===== config.mk =====
export PLATFORM = sky130hd
export DESIGN_NAME = memory_playback_sequencer
export DESIGN_NICKNAME = d
export VERILOG_FILES = /design/src/rtl/memory_playback_sequencer.sv
export SDC_FILE = /design/constraint.sdc
export NUM_CORES = 1
export LEC_CHECK = 0
export CORE_ASPECT_RATIO = 1.75
export CORE_MARGIN = 4
export CORE_UTILIZATION = 33
export DETAILED_ROUTE_END_ITERATION = 10
export HOLD_SLACK_MARGIN = 0.08
export PLACE_DENSITY = 0.62
export REMOVE_ABC_BUFFERS = 1
export SLEW_MARGIN = 20
export SYNTH_ARGS = -nofsm -noshare
export SYNTH_HDL_FRONTEND = slang
export SYNTH_SLANG_ARGS = --single-unit
export TNS_END_PERCENT = 30

===== constraint.sdc =====
create_clock -name clk -period 7.8 [get_ports clk]
set_clock_uncertainty 0.2 [all_clocks]
set_input_delay 1.17 -clock clk [delete_from_list [all_inputs] [get_ports clk]]
set_output_delay 1.17 -clock clk [all_outputs]
set_load 0.05 [all_outputs]

===== src/rtl/memory_playback_sequencer.sv =====
// memory_playback_sequencer: rewinds the song memory, fetches one note word per step over the
// read_en/ready handshake, and holds each note for its encoded length before a silent gap.
// LEARNING mode holds a sounding note until the player presses the matching key.
// Build option: define SEQ_LOOP_EN to make AUTOPLAY restart from the top after each song.
//
// state    | meaning
// ---------+---------------------------------------------------------------
// S_IDLE   | waiting for start; done pulse for an empty song, abort rewind
// S_REWIND | one-cycle read-pointer rewind, note_index cleared
// S_FETCH  | one-cycle fetch strobe to memory
// S_WAIT   | waiting for memory ready, bounded by WAIT_TIMEOUT
// S_PLAY   | note sounding for max(len,1) beat units
// S_HOLD   | LEARNING: note held until key_note matches
// S_GAP    | silence between notes, then next note or finish
// S_DONE   | one-cycle done pulse
module memory_playback_sequencer #(
  parameter int DATA_WIDTH    = 8,
  parameter int LEN_W         = 3,
  parameter int MAX_DEPTH_BIT = 8,
  parameter int TICK_DIV      = 2500000,
  parameter int GAP_CYCLES    = 250000,
  parameter int WAIT_TIMEOUT  = 16
) (
  input  logic                        clk,
  input  logic                        rst_n,
  input  logic [1:0]                  current_state,
  input  logic                        start,
  input  logic                        stop,
  input  logic [DATA_WIDTH-LEN_W-1:0] key_note,
  input  logic [DATA_WIDTH-1:0]       mem_data,
  input  logic                        mem_ready,
  input  logic [MAX_DEPTH_BIT-1:0]    duration,
  output logic                        mem_read_en,
  output logic                        mem_read_rst,
  output logic [DATA_WIDTH-LEN_W-1:0] note_out,
  output logic                        note_valid,
  output logic [MAX_DEPTH_BIT-1:0]    note_index,
  output logic                        hint_wait,
  output logic                        busy,
  output logic                        done,
  output logic                        err
);

  localparam int CODE_W   = DATA_WIDTH - LEN_W;
  localparam int BEAT_MAX = ((2 ** LEN_W) - 1) * TICK_DIV;
  // one shared down-counter covers beat, gap and wait timing
  localparam int CNT_W    = $clog2(BEAT_MAX + GAP_CYCLES + WAIT_TIMEOUT + 1);

  localparam logic [CNT_W-1:0] TICK_L = CNT_W'(TICK_DIV);
  localparam logic [CNT_W-1:0] GAP_L  = CNT_W'(GAP_CYCLES - 1);
  localparam logic [CNT_W-1:0] WAIT_L = CNT_W'(WAIT_TIMEOUT - 1);

  localparam logic [1:0] MODE_AUTO  = 2'b00;
  localparam logic [1:0] MODE_LEARN = 2'b01;
  localparam logic [1:0] MODE_OTHER = 2'b11;

  typedef enum logic [2:0] {
    S_IDLE, S_REWIND, S_FETCH, S_WAIT, S_PLAY, S_HOLD, S_GAP, S_DONE
  } state_t;

  state_t                   state_q, state_d;
  logic [CNT_W-1:0]         cnt_q, cnt_d;
  logic [MAX_DEPTH_BIT-1:0] idx_q, idx_d;
  logic [CODE_W-1:0]        code_q, code_d;
  logic [1:0]               mode_q, mode_d;
  logic                     err_q, err_d;
  logic                     abort_q, abort_d;
  logic                     zdone_q, zdone_d;
  logic [LEN_W-1:0]         len_eff;

  // state register
  always_ff @(posedge clk or negedge rst_n) begin
    if (!rst_n) state_q <= S_IDLE;
    else        state_q <= state_d;
  end

  // datapath registers: timer, note index, latched note/mode, status flags
  always_ff @(posedge clk or negedge rst_n) begin
    if (!rst_n) begin
      cnt_q   <= '0;
      idx_q   <= '0;
      code_q  <= '0;
      mode_q  <= '0;
      err_q   <= 1'b0;
      abort_q <= 1'b0;
      zdone_q <= 1'b0;
    end else begin
      cnt_q   <= cnt_d;
      idx_q   <= idx_d;
      code_q  <= code_d;
      mode_q  <= mode_d;
      err_q   <= err_d;
      abort_q <= abort_d;
      zdone_q <= zdone_d;
    end
  end

  // next-state, timer loads and Moore outputs
  always_comb begin
    state_d = state_q;
    cnt_d   = cnt_q;
    idx_d   = idx_q;
    code_d  = code_q;
    mode_d  = mode_q;
    err_d   = err_q;
    abort_d = 1'b0;
    zdone_d = 1'b0;
    len_eff = (mem_data[LEN_W-1:0] == '0) ? LEN_W'(1) : mem_data[LEN_W-1:0];

    // stop or a mode change outranks everything else while busy
    if (state_q != S_IDLE && (stop || current_state != mode_q)) begin
      state_d = S_IDLE;
      abort_d = 1'b1;
    end else begin
      case (state_q)
        S_IDLE: begin
          if (start && current_state != MODE_OTHER) begin
            mode_d = current_state;
            err_d  = 1'b0;
            if (duration == '0) zdone_d = 1'b1;
            else                state_d = S_REWIND;
          end
        end
        S_REWIND: begin
          idx_d   = '0;
          state_d = S_FETCH;
        end
        S_FETCH: begin
          cnt_d   = WAIT_L;
          state_d = S_WAIT;
        end
        S_WAIT: begin
          if (mem_ready) begin
            code_d  = mem_data[DATA_WIDTH-1:LEN_W];
            cnt_d   = CNT_W'(len_eff) * TICK_L - CNT_W'(1);
            state_d = S_PLAY;
          end else if (cnt_q == '0) begin
            err_d   = 1'b1;
            state_d = S_IDLE;
          end else begin
            cnt_d = cnt_q - CNT_W'(1);
          end
        end
        S_PLAY: begin
          if (cnt_q == '0) begin
            if (mode_q == MODE_LEARN && code_q != '0 && key_note != code_q) begin
              state_d = S_HOLD;
            end else begin
              cnt_d   = GAP_L;
              state_d = S_GAP;
            end
          end else begin
            cnt_d = cnt_q - CNT_W'(1);
          end
        end
        S_HOLD: begin
          if (key_note == code_q) begin
            cnt_d   = GAP_L;
            state_d = S_GAP;
          end
        end
        S_GAP: begin
          if (cnt_q == '0) begin
            if (idx_q == duration - MAX_DEPTH_BIT'(1)) begin
              state_d = S_DONE;
            end else begin
              idx_d   = idx_q + MAX_DEPTH_BIT'(1);
              state_d = S_FETCH;
            end
          end else begin
            cnt_d = cnt_q - CNT_W'(1);
          end
        end
        S_DONE: begin
`ifdef SEQ_LOOP_EN
          state_d = (mode_q == MODE_AUTO) ? S_REWIND : S_IDLE;
`else
          state_d = S_IDLE;
`endif
        end
        default: state_d = S_IDLE;
      endcase
    end

    mem_read_en  = (state_q == S_FETCH);
    mem_read_rst = (state_q == S_REWIND) || abort_q;
    note_valid   = (state_q == S_PLAY) || (state_q == S_HOLD);
    note_out     = note_valid ? code_q : '0;
    hint_wait    = (state_q == S_HOLD);
    busy         = (state_q != S_IDLE);
    done         = (state_q == S_DONE) || zdone_q;
  end

  assign note_index = idx_q;
  assign err        = err_q;

endmodule


After elaboration in Yosys (flattened, before gate mapping)
Cells that the tools add are included.

operators by class
  add/subtract/negate cells = 4
  $mul = 1
  divide/modulo/power cells = 0
  magnitude comparators = 0
  eq/ne operators = 26
  shift-type cells = 0
  multiplexer cells = 31
  bitwise logic cells = 1
  reductions and logical operators = 23

operators by type and width
  operator                                            count
  two-way mux 25 bit                                  5
  case mux 25 bit (5 select lines)                    1
  subtractor 25 x 1 -> 25 bit, second input constant  2
  two-way mux 3 bit                                   10
  logical NOT 25 bit                                  1
  case mux 3 bit (8 select lines)                     1
  multiplier 3 x 17 -> 20 bit, second input constant  1
  two-way mux 8 bit                                   2
  case mux 8 bit (2 select lines)                     1
  inequality test 3 bit, second input constant        5
  == test 3 bit, second input constant                4
  inequality test 2 bit, second input constant        6
  nonzero test 5 bit                                  2
  adder 8 x 1 -> 8 bit, second input constant         1
  == test 8 bit                                       1
  logical NOT 8 bit                                   1
  two-way mux 1 bit                                   8
  AND reduction 4 bit                                 2
  subtractor 8 x 1 -> 8 bit, second input constant    1
  == test 3 x 2 -> 1 bit, second input constant       2
  logical NOT 3 bit                                   2
  AND reduction 3 bit                                 2
  AND reduction 6 bit                                 1
  == test 5 bit                                       1
  other kinds (16)                                    23

storage, ports and cells
  register bits = 46
  bits in latches = 0
  RAM bits = 0
  ROM bits = 0
  input port bits = 28
  output and inout port bits = 20
  logic and storage cells = 94
  memories kept = 0

Depth between registers and ports, before layout
  depth in word-level cells = 7
  mapped depth = 15
  gate-level depth less buffers = 14

Worst setup path before layout
No wires, ideal clock.

  path kind = input to register
  start = input port mem_data[1]
  end = register cnt_q[15]
  setup time = 0.126 ns
  data arrival time = 3.711 ns
  required time = 7.474 ns
  path slack = 3.763 ns
  stages = 15
  path buffers = 1
  cells stage by stage = clkbuf_1 nor2_1 or2_2 inv_1 ha_1 ha_1 inv_1 fa_1 xor2_1 o2111ai_1 nor2_1 nand3_1 xor2_1 a221oi_1 o21ai_1

between the ends
  cells in the longest elaborated chain, start to end = 6

ends and longest elaborated chain
  element                             line  source
  start: declaration                  30    input logic [DATA_WIDTH-1:0] mem_data,
  logical NOT 3 bit                   108   len_eff = (mem_data[LEN_W-1:0] == '0) ? LEN_W'(1) : mem_data[LEN_W-1:0];
  two-way mux 3 bit *                 108
  multiplier 3 x 17 -> 20 bit *       135   cnt_d = CNT_W'(len_eff) * TICK_L - CNT_W'(1);
  subtractor 25 x 1 -> 25 bit *       135
  two-way mux 25 bit *                133   if (mem_ready) begin
  case mux 25 bit (5 select lines) *  115   case (state_q)
  end signal: assignment              88    cnt_q <= cnt_d;
  end: declaration                    62    logic [CNT_W-1:0] cnt_q, cnt_d;

Every way passes the cells marked *; elsewhere a longest branch is shown, timed or not.
A chain may end at the register's enable or synchronous reset.

Worst setup path after layout
Ends and elaborated chain as after synthesis.

==> impl_metrics.yaml <==
global_routing:
  track_usage_pct: 18.4
  grt_pass1_wl_um: 19100
  grt_max_degree: 47
  grt-ovfl-total: 0
  grt_antenna_before_repair: 0
  number_of_global_route_vias_before_repair: 3875
timing:
  final_min_period_over_clock_period_pct: 57.7
  unrepaired_setup_endpoints_after_global_routing: "false"
  timing.setup.tns_ns: 0
  maxSlewHeadroom_pct: 39.2
  fin_crit_ns: 4.50
  fmax_mhz: 222
  timing_worst_slew_pin_value_ns: 0.906
  final_setup_vio_count: 0
  finalMaxSlewViolations: 0
  finalHoldViolCount: 0
logic_synthesis:
  yosysSeqAreaShare_pct: 30.6
  synthArstFlopShare_pct: 100
  total_of_flip_flops_plus_latches_after_synthesis: 46
  postSynth.topFlopCell: "sky130_fd_sc_hd__dfrtp_1"
  synth_top_cell_area_share_pct: 30.6
  avgSynthCellArea_sq_um: 7.94
  netlist-cell-type-count: 68
  synth.cell_area_sq_um: 3760
  synth_top_area_cells: "sky130_fd_sc_hd__dfrtp_1, sky130_fd_sc_hd__o21ai_0, sky130_fd_sc_hd__nor2_1, sky130_fd_sc_hd__nand2_1, sky130_fd_sc_hd__a21oi_1"
  synth_largest_area_cell: "sky130_fd_sc_hd__dfrtp_1"
  synth_enable_flop_cells: 0
  yosysWarnings: 0
  synthCells: 474
critical_path:
  worst-setup-path-type: "input port to register"
  worstPathMaxFanout: 13
  worst_ep_arrival_time_ns: 4.47
  end_kind: "register"
  worstPathRequired_ns: 7.77
  critPathLaunchType: "input port"
power:
  power.static_leakage_nw: 1.78
  design_power_total_mw: 0.801
  p_per_area_nw_per_um2: 179
  peakVddDrop_mv: 0.126
clocking:
  cts.reportedPaths.clkPinSlew_ns: 0.07
  clock_tree.root_cell: "sky130_fd_sc_hd__clkbuf_16"
  postCtsHoldBufs: 0
  ctsHtreeMaxLevel: 2
  postCtsResizedCells: 0
  tritoncts: "yes"
  cts_sinks: 46
  clk_latency_ns: 0.30
  cts_setup_buffers: 0
  cts_buf_count: 5
  clock_tree.buffer_depth: 2
final_layout:
  layout.cells.most_common_list: "sky130_fd_sc_hd__nor2_1, sky130_fd_sc_hd__dfrtp_1, sky130_fd_sc_hd__clkdlybuf4s50_1"
  instances_no_fill: 642
  area_growth_pct: 19.1
  antenna-diode-count: 0
  nNetsFinal: 549
  post_route_cells_drive_above_1_share_pct: 6.08
  finalCoreUtilization_pct: 40.1
routing:
  post-route-drc-count: 0
  dr_total_vias: 3808
  avgRoutedWirePerCell_um: 18.4
  ant_nets: 0
  detailedRoute.firstIterationViolations: 208
  routed_wl_um: 11800
  drt-pass1-iter-count: 5
  viasPerCell: 5.93
floorplan:
  design.portCount: 48
  die_width_um: 88.7
  initial_core_utilization_pct: 33.7
  die_area_sq_um: 13200
  floorplan.core_area_sq_um: 11200
  chipHeight_um: 149
  floorplan.rows: 51
placed_design:
  buffer_ports.inserted: 47
  place_congestion: 0.917
  hpwlAfterDp_um: 9010
  place.detailed.instances: 634
min_path:
  worstHoldPathType: "register to register"
outcome:
  run_status: "finished, final reports clean"
job:
  max-cap-violations: 0
## cell families (layout without fill, tap and decap cells)
kind of cell / Yosys count / after routing / share of synthesized area, %
multiplexers: 8 / 8 / 2.33
flip-flops: 46 / 46 / 30.6
AND/OR/NAND/NOR: 188 / 188 / 26.5
buffers and inverters: 41 / 77 / 4.56
AO/OA/AOI/OAI: 150 / 150 / 25.1
adder cells (fa/ha/maj): 12 / 12 / 4.19
XOR/XNOR: 29 / 29 / 6.75
## report_power, final
part           switching [mW]  total, mW  internal, mW
sequential             0.0357      0.299         0.263
combinational           0.153      0.250        0.0970
clock                   0.102      0.253         0.151
total                   0.290      0.801         0.511
## per-layer routing
layer | up-vias | share of wire (%) | track usage (%)
met5 | - | 0 | 0
li1 | 1803 | - | -
met2 | 129 | 54 | 33.6
met3 | 34 | 4.2 | 2.16
met4 | 0 | 4.5 | 9.68
met1 | 1842 | 38 | 19.9
## synth_stat cells (all sizes together) (5+ instances only)
| master | n |
|---|---|
| a21oi | 30 |
| a31oi | 6 |
| a32oi | 6 |
| and2 | 12 |
| buf | 5 |
| clkbuf | 15 |
| dfrtp | 46 |
| ha | 11 |
| inv | 21 |
| mux2 | 6 |
| nand2 | 42 |
| nand2b | 6 |
| nand3 | 13 |
| nor2 | 46 |
| nor2b | 6 |
| nor3 | 20 |
| nor4 | 5 |
| o21ai | 62 |
| or3 | 6 |
| xnor2 | 17 |
| xor2 | 12 |
## final timing paths
| check | cells past startpoint | startpoint | end | slack [ns] |
|---|---|---|---|---|
| max in group asynchronous | 1 | rst_n | cnt_q[18]$_DFFE_PN0P_ | 6.28 |
| min | 2 | cnt_q[22]$_DFFE_PN0P_ | cnt_q[22]$_DFFE_PN0P_ | 0.32 |
| max reg2reg | 9 | cnt_q[0]$_DFFE_PN0P_ | cnt_q[12]$_DFFE_PN0P_ | 4.09 |
| min in group asynchronous | 1 | rst_n | cnt_q[14]$_DFFE_PN0P_ | 0.67 |
| max | 15 | mem_data[1] | cnt_q[15]$_DFFE_PN0P_ | 3.30 |
| min reg2reg | 2 | cnt_q[22]$_DFFE_PN0P_ | cnt_q[22]$_DFFE_PN0P_ | 0.32 |
## critical path, stage by stage
cell	delay [ns]
sky130_fd_sc_hd__clkdlybuf4s50_1	0.70
sky130_fd_sc_hd__nor2_1	0.09
sky130_fd_sc_hd__or2_2	0.33
sky130_fd_sc_hd__inv_1	0.09
sky130_fd_sc_hd__ha_1	0.19
sky130_fd_sc_hd__ha_1	0.20
sky130_fd_sc_hd__inv_1	0.06
sky130_fd_sc_hd__fa_1	0.39
sky130_fd_sc_hd__xor2_1	0.23
sky130_fd_sc_hd__o2111ai_1	0.20
sky130_fd_sc_hd__nor2_1	0.16
sky130_fd_sc_hd__nand3_1	0.10
sky130_fd_sc_hd__xor2_1	0.18
sky130_fd_sc_hd__a221oi_1	0.29
sky130_fd_sc_hd__o21ai_1	0.09
## through the flow
step	setup slack [ns]	area (sq um)	hold WS, ns
after floorplan	4.07	3670	0.266
after global placement	3.17	4310	0.286
after detailed placement	3.03	4310	0.305
after CTS	3.33	4480	0.322
after global routing	3.13	4480	0.345
final	3.30	4480	0.322
## area by class of cell
type | instances | area, sq um
Clock inverter | 3 | 45.0
Clock buffer | 5 | 125
Fill cell | 1178 | 6690
Tap cell | 132 | 165
Multi-Input combinational cell | 387 | 2440
Timing Repair Buffer | 48 | 475
Inverter | 21 | 78.8
Sequential cell | 46 | 1150
## flip-flops by register name, summed over array words and instances, names as in the netlist
name / count
abort_q: 1
cnt_q: 25
code_q: 5
err: 1
mode_q: 2
note_index: 8
state_q: 3
zdone_q: 1
Note: power is estimated with default switching activity, not from simulation.
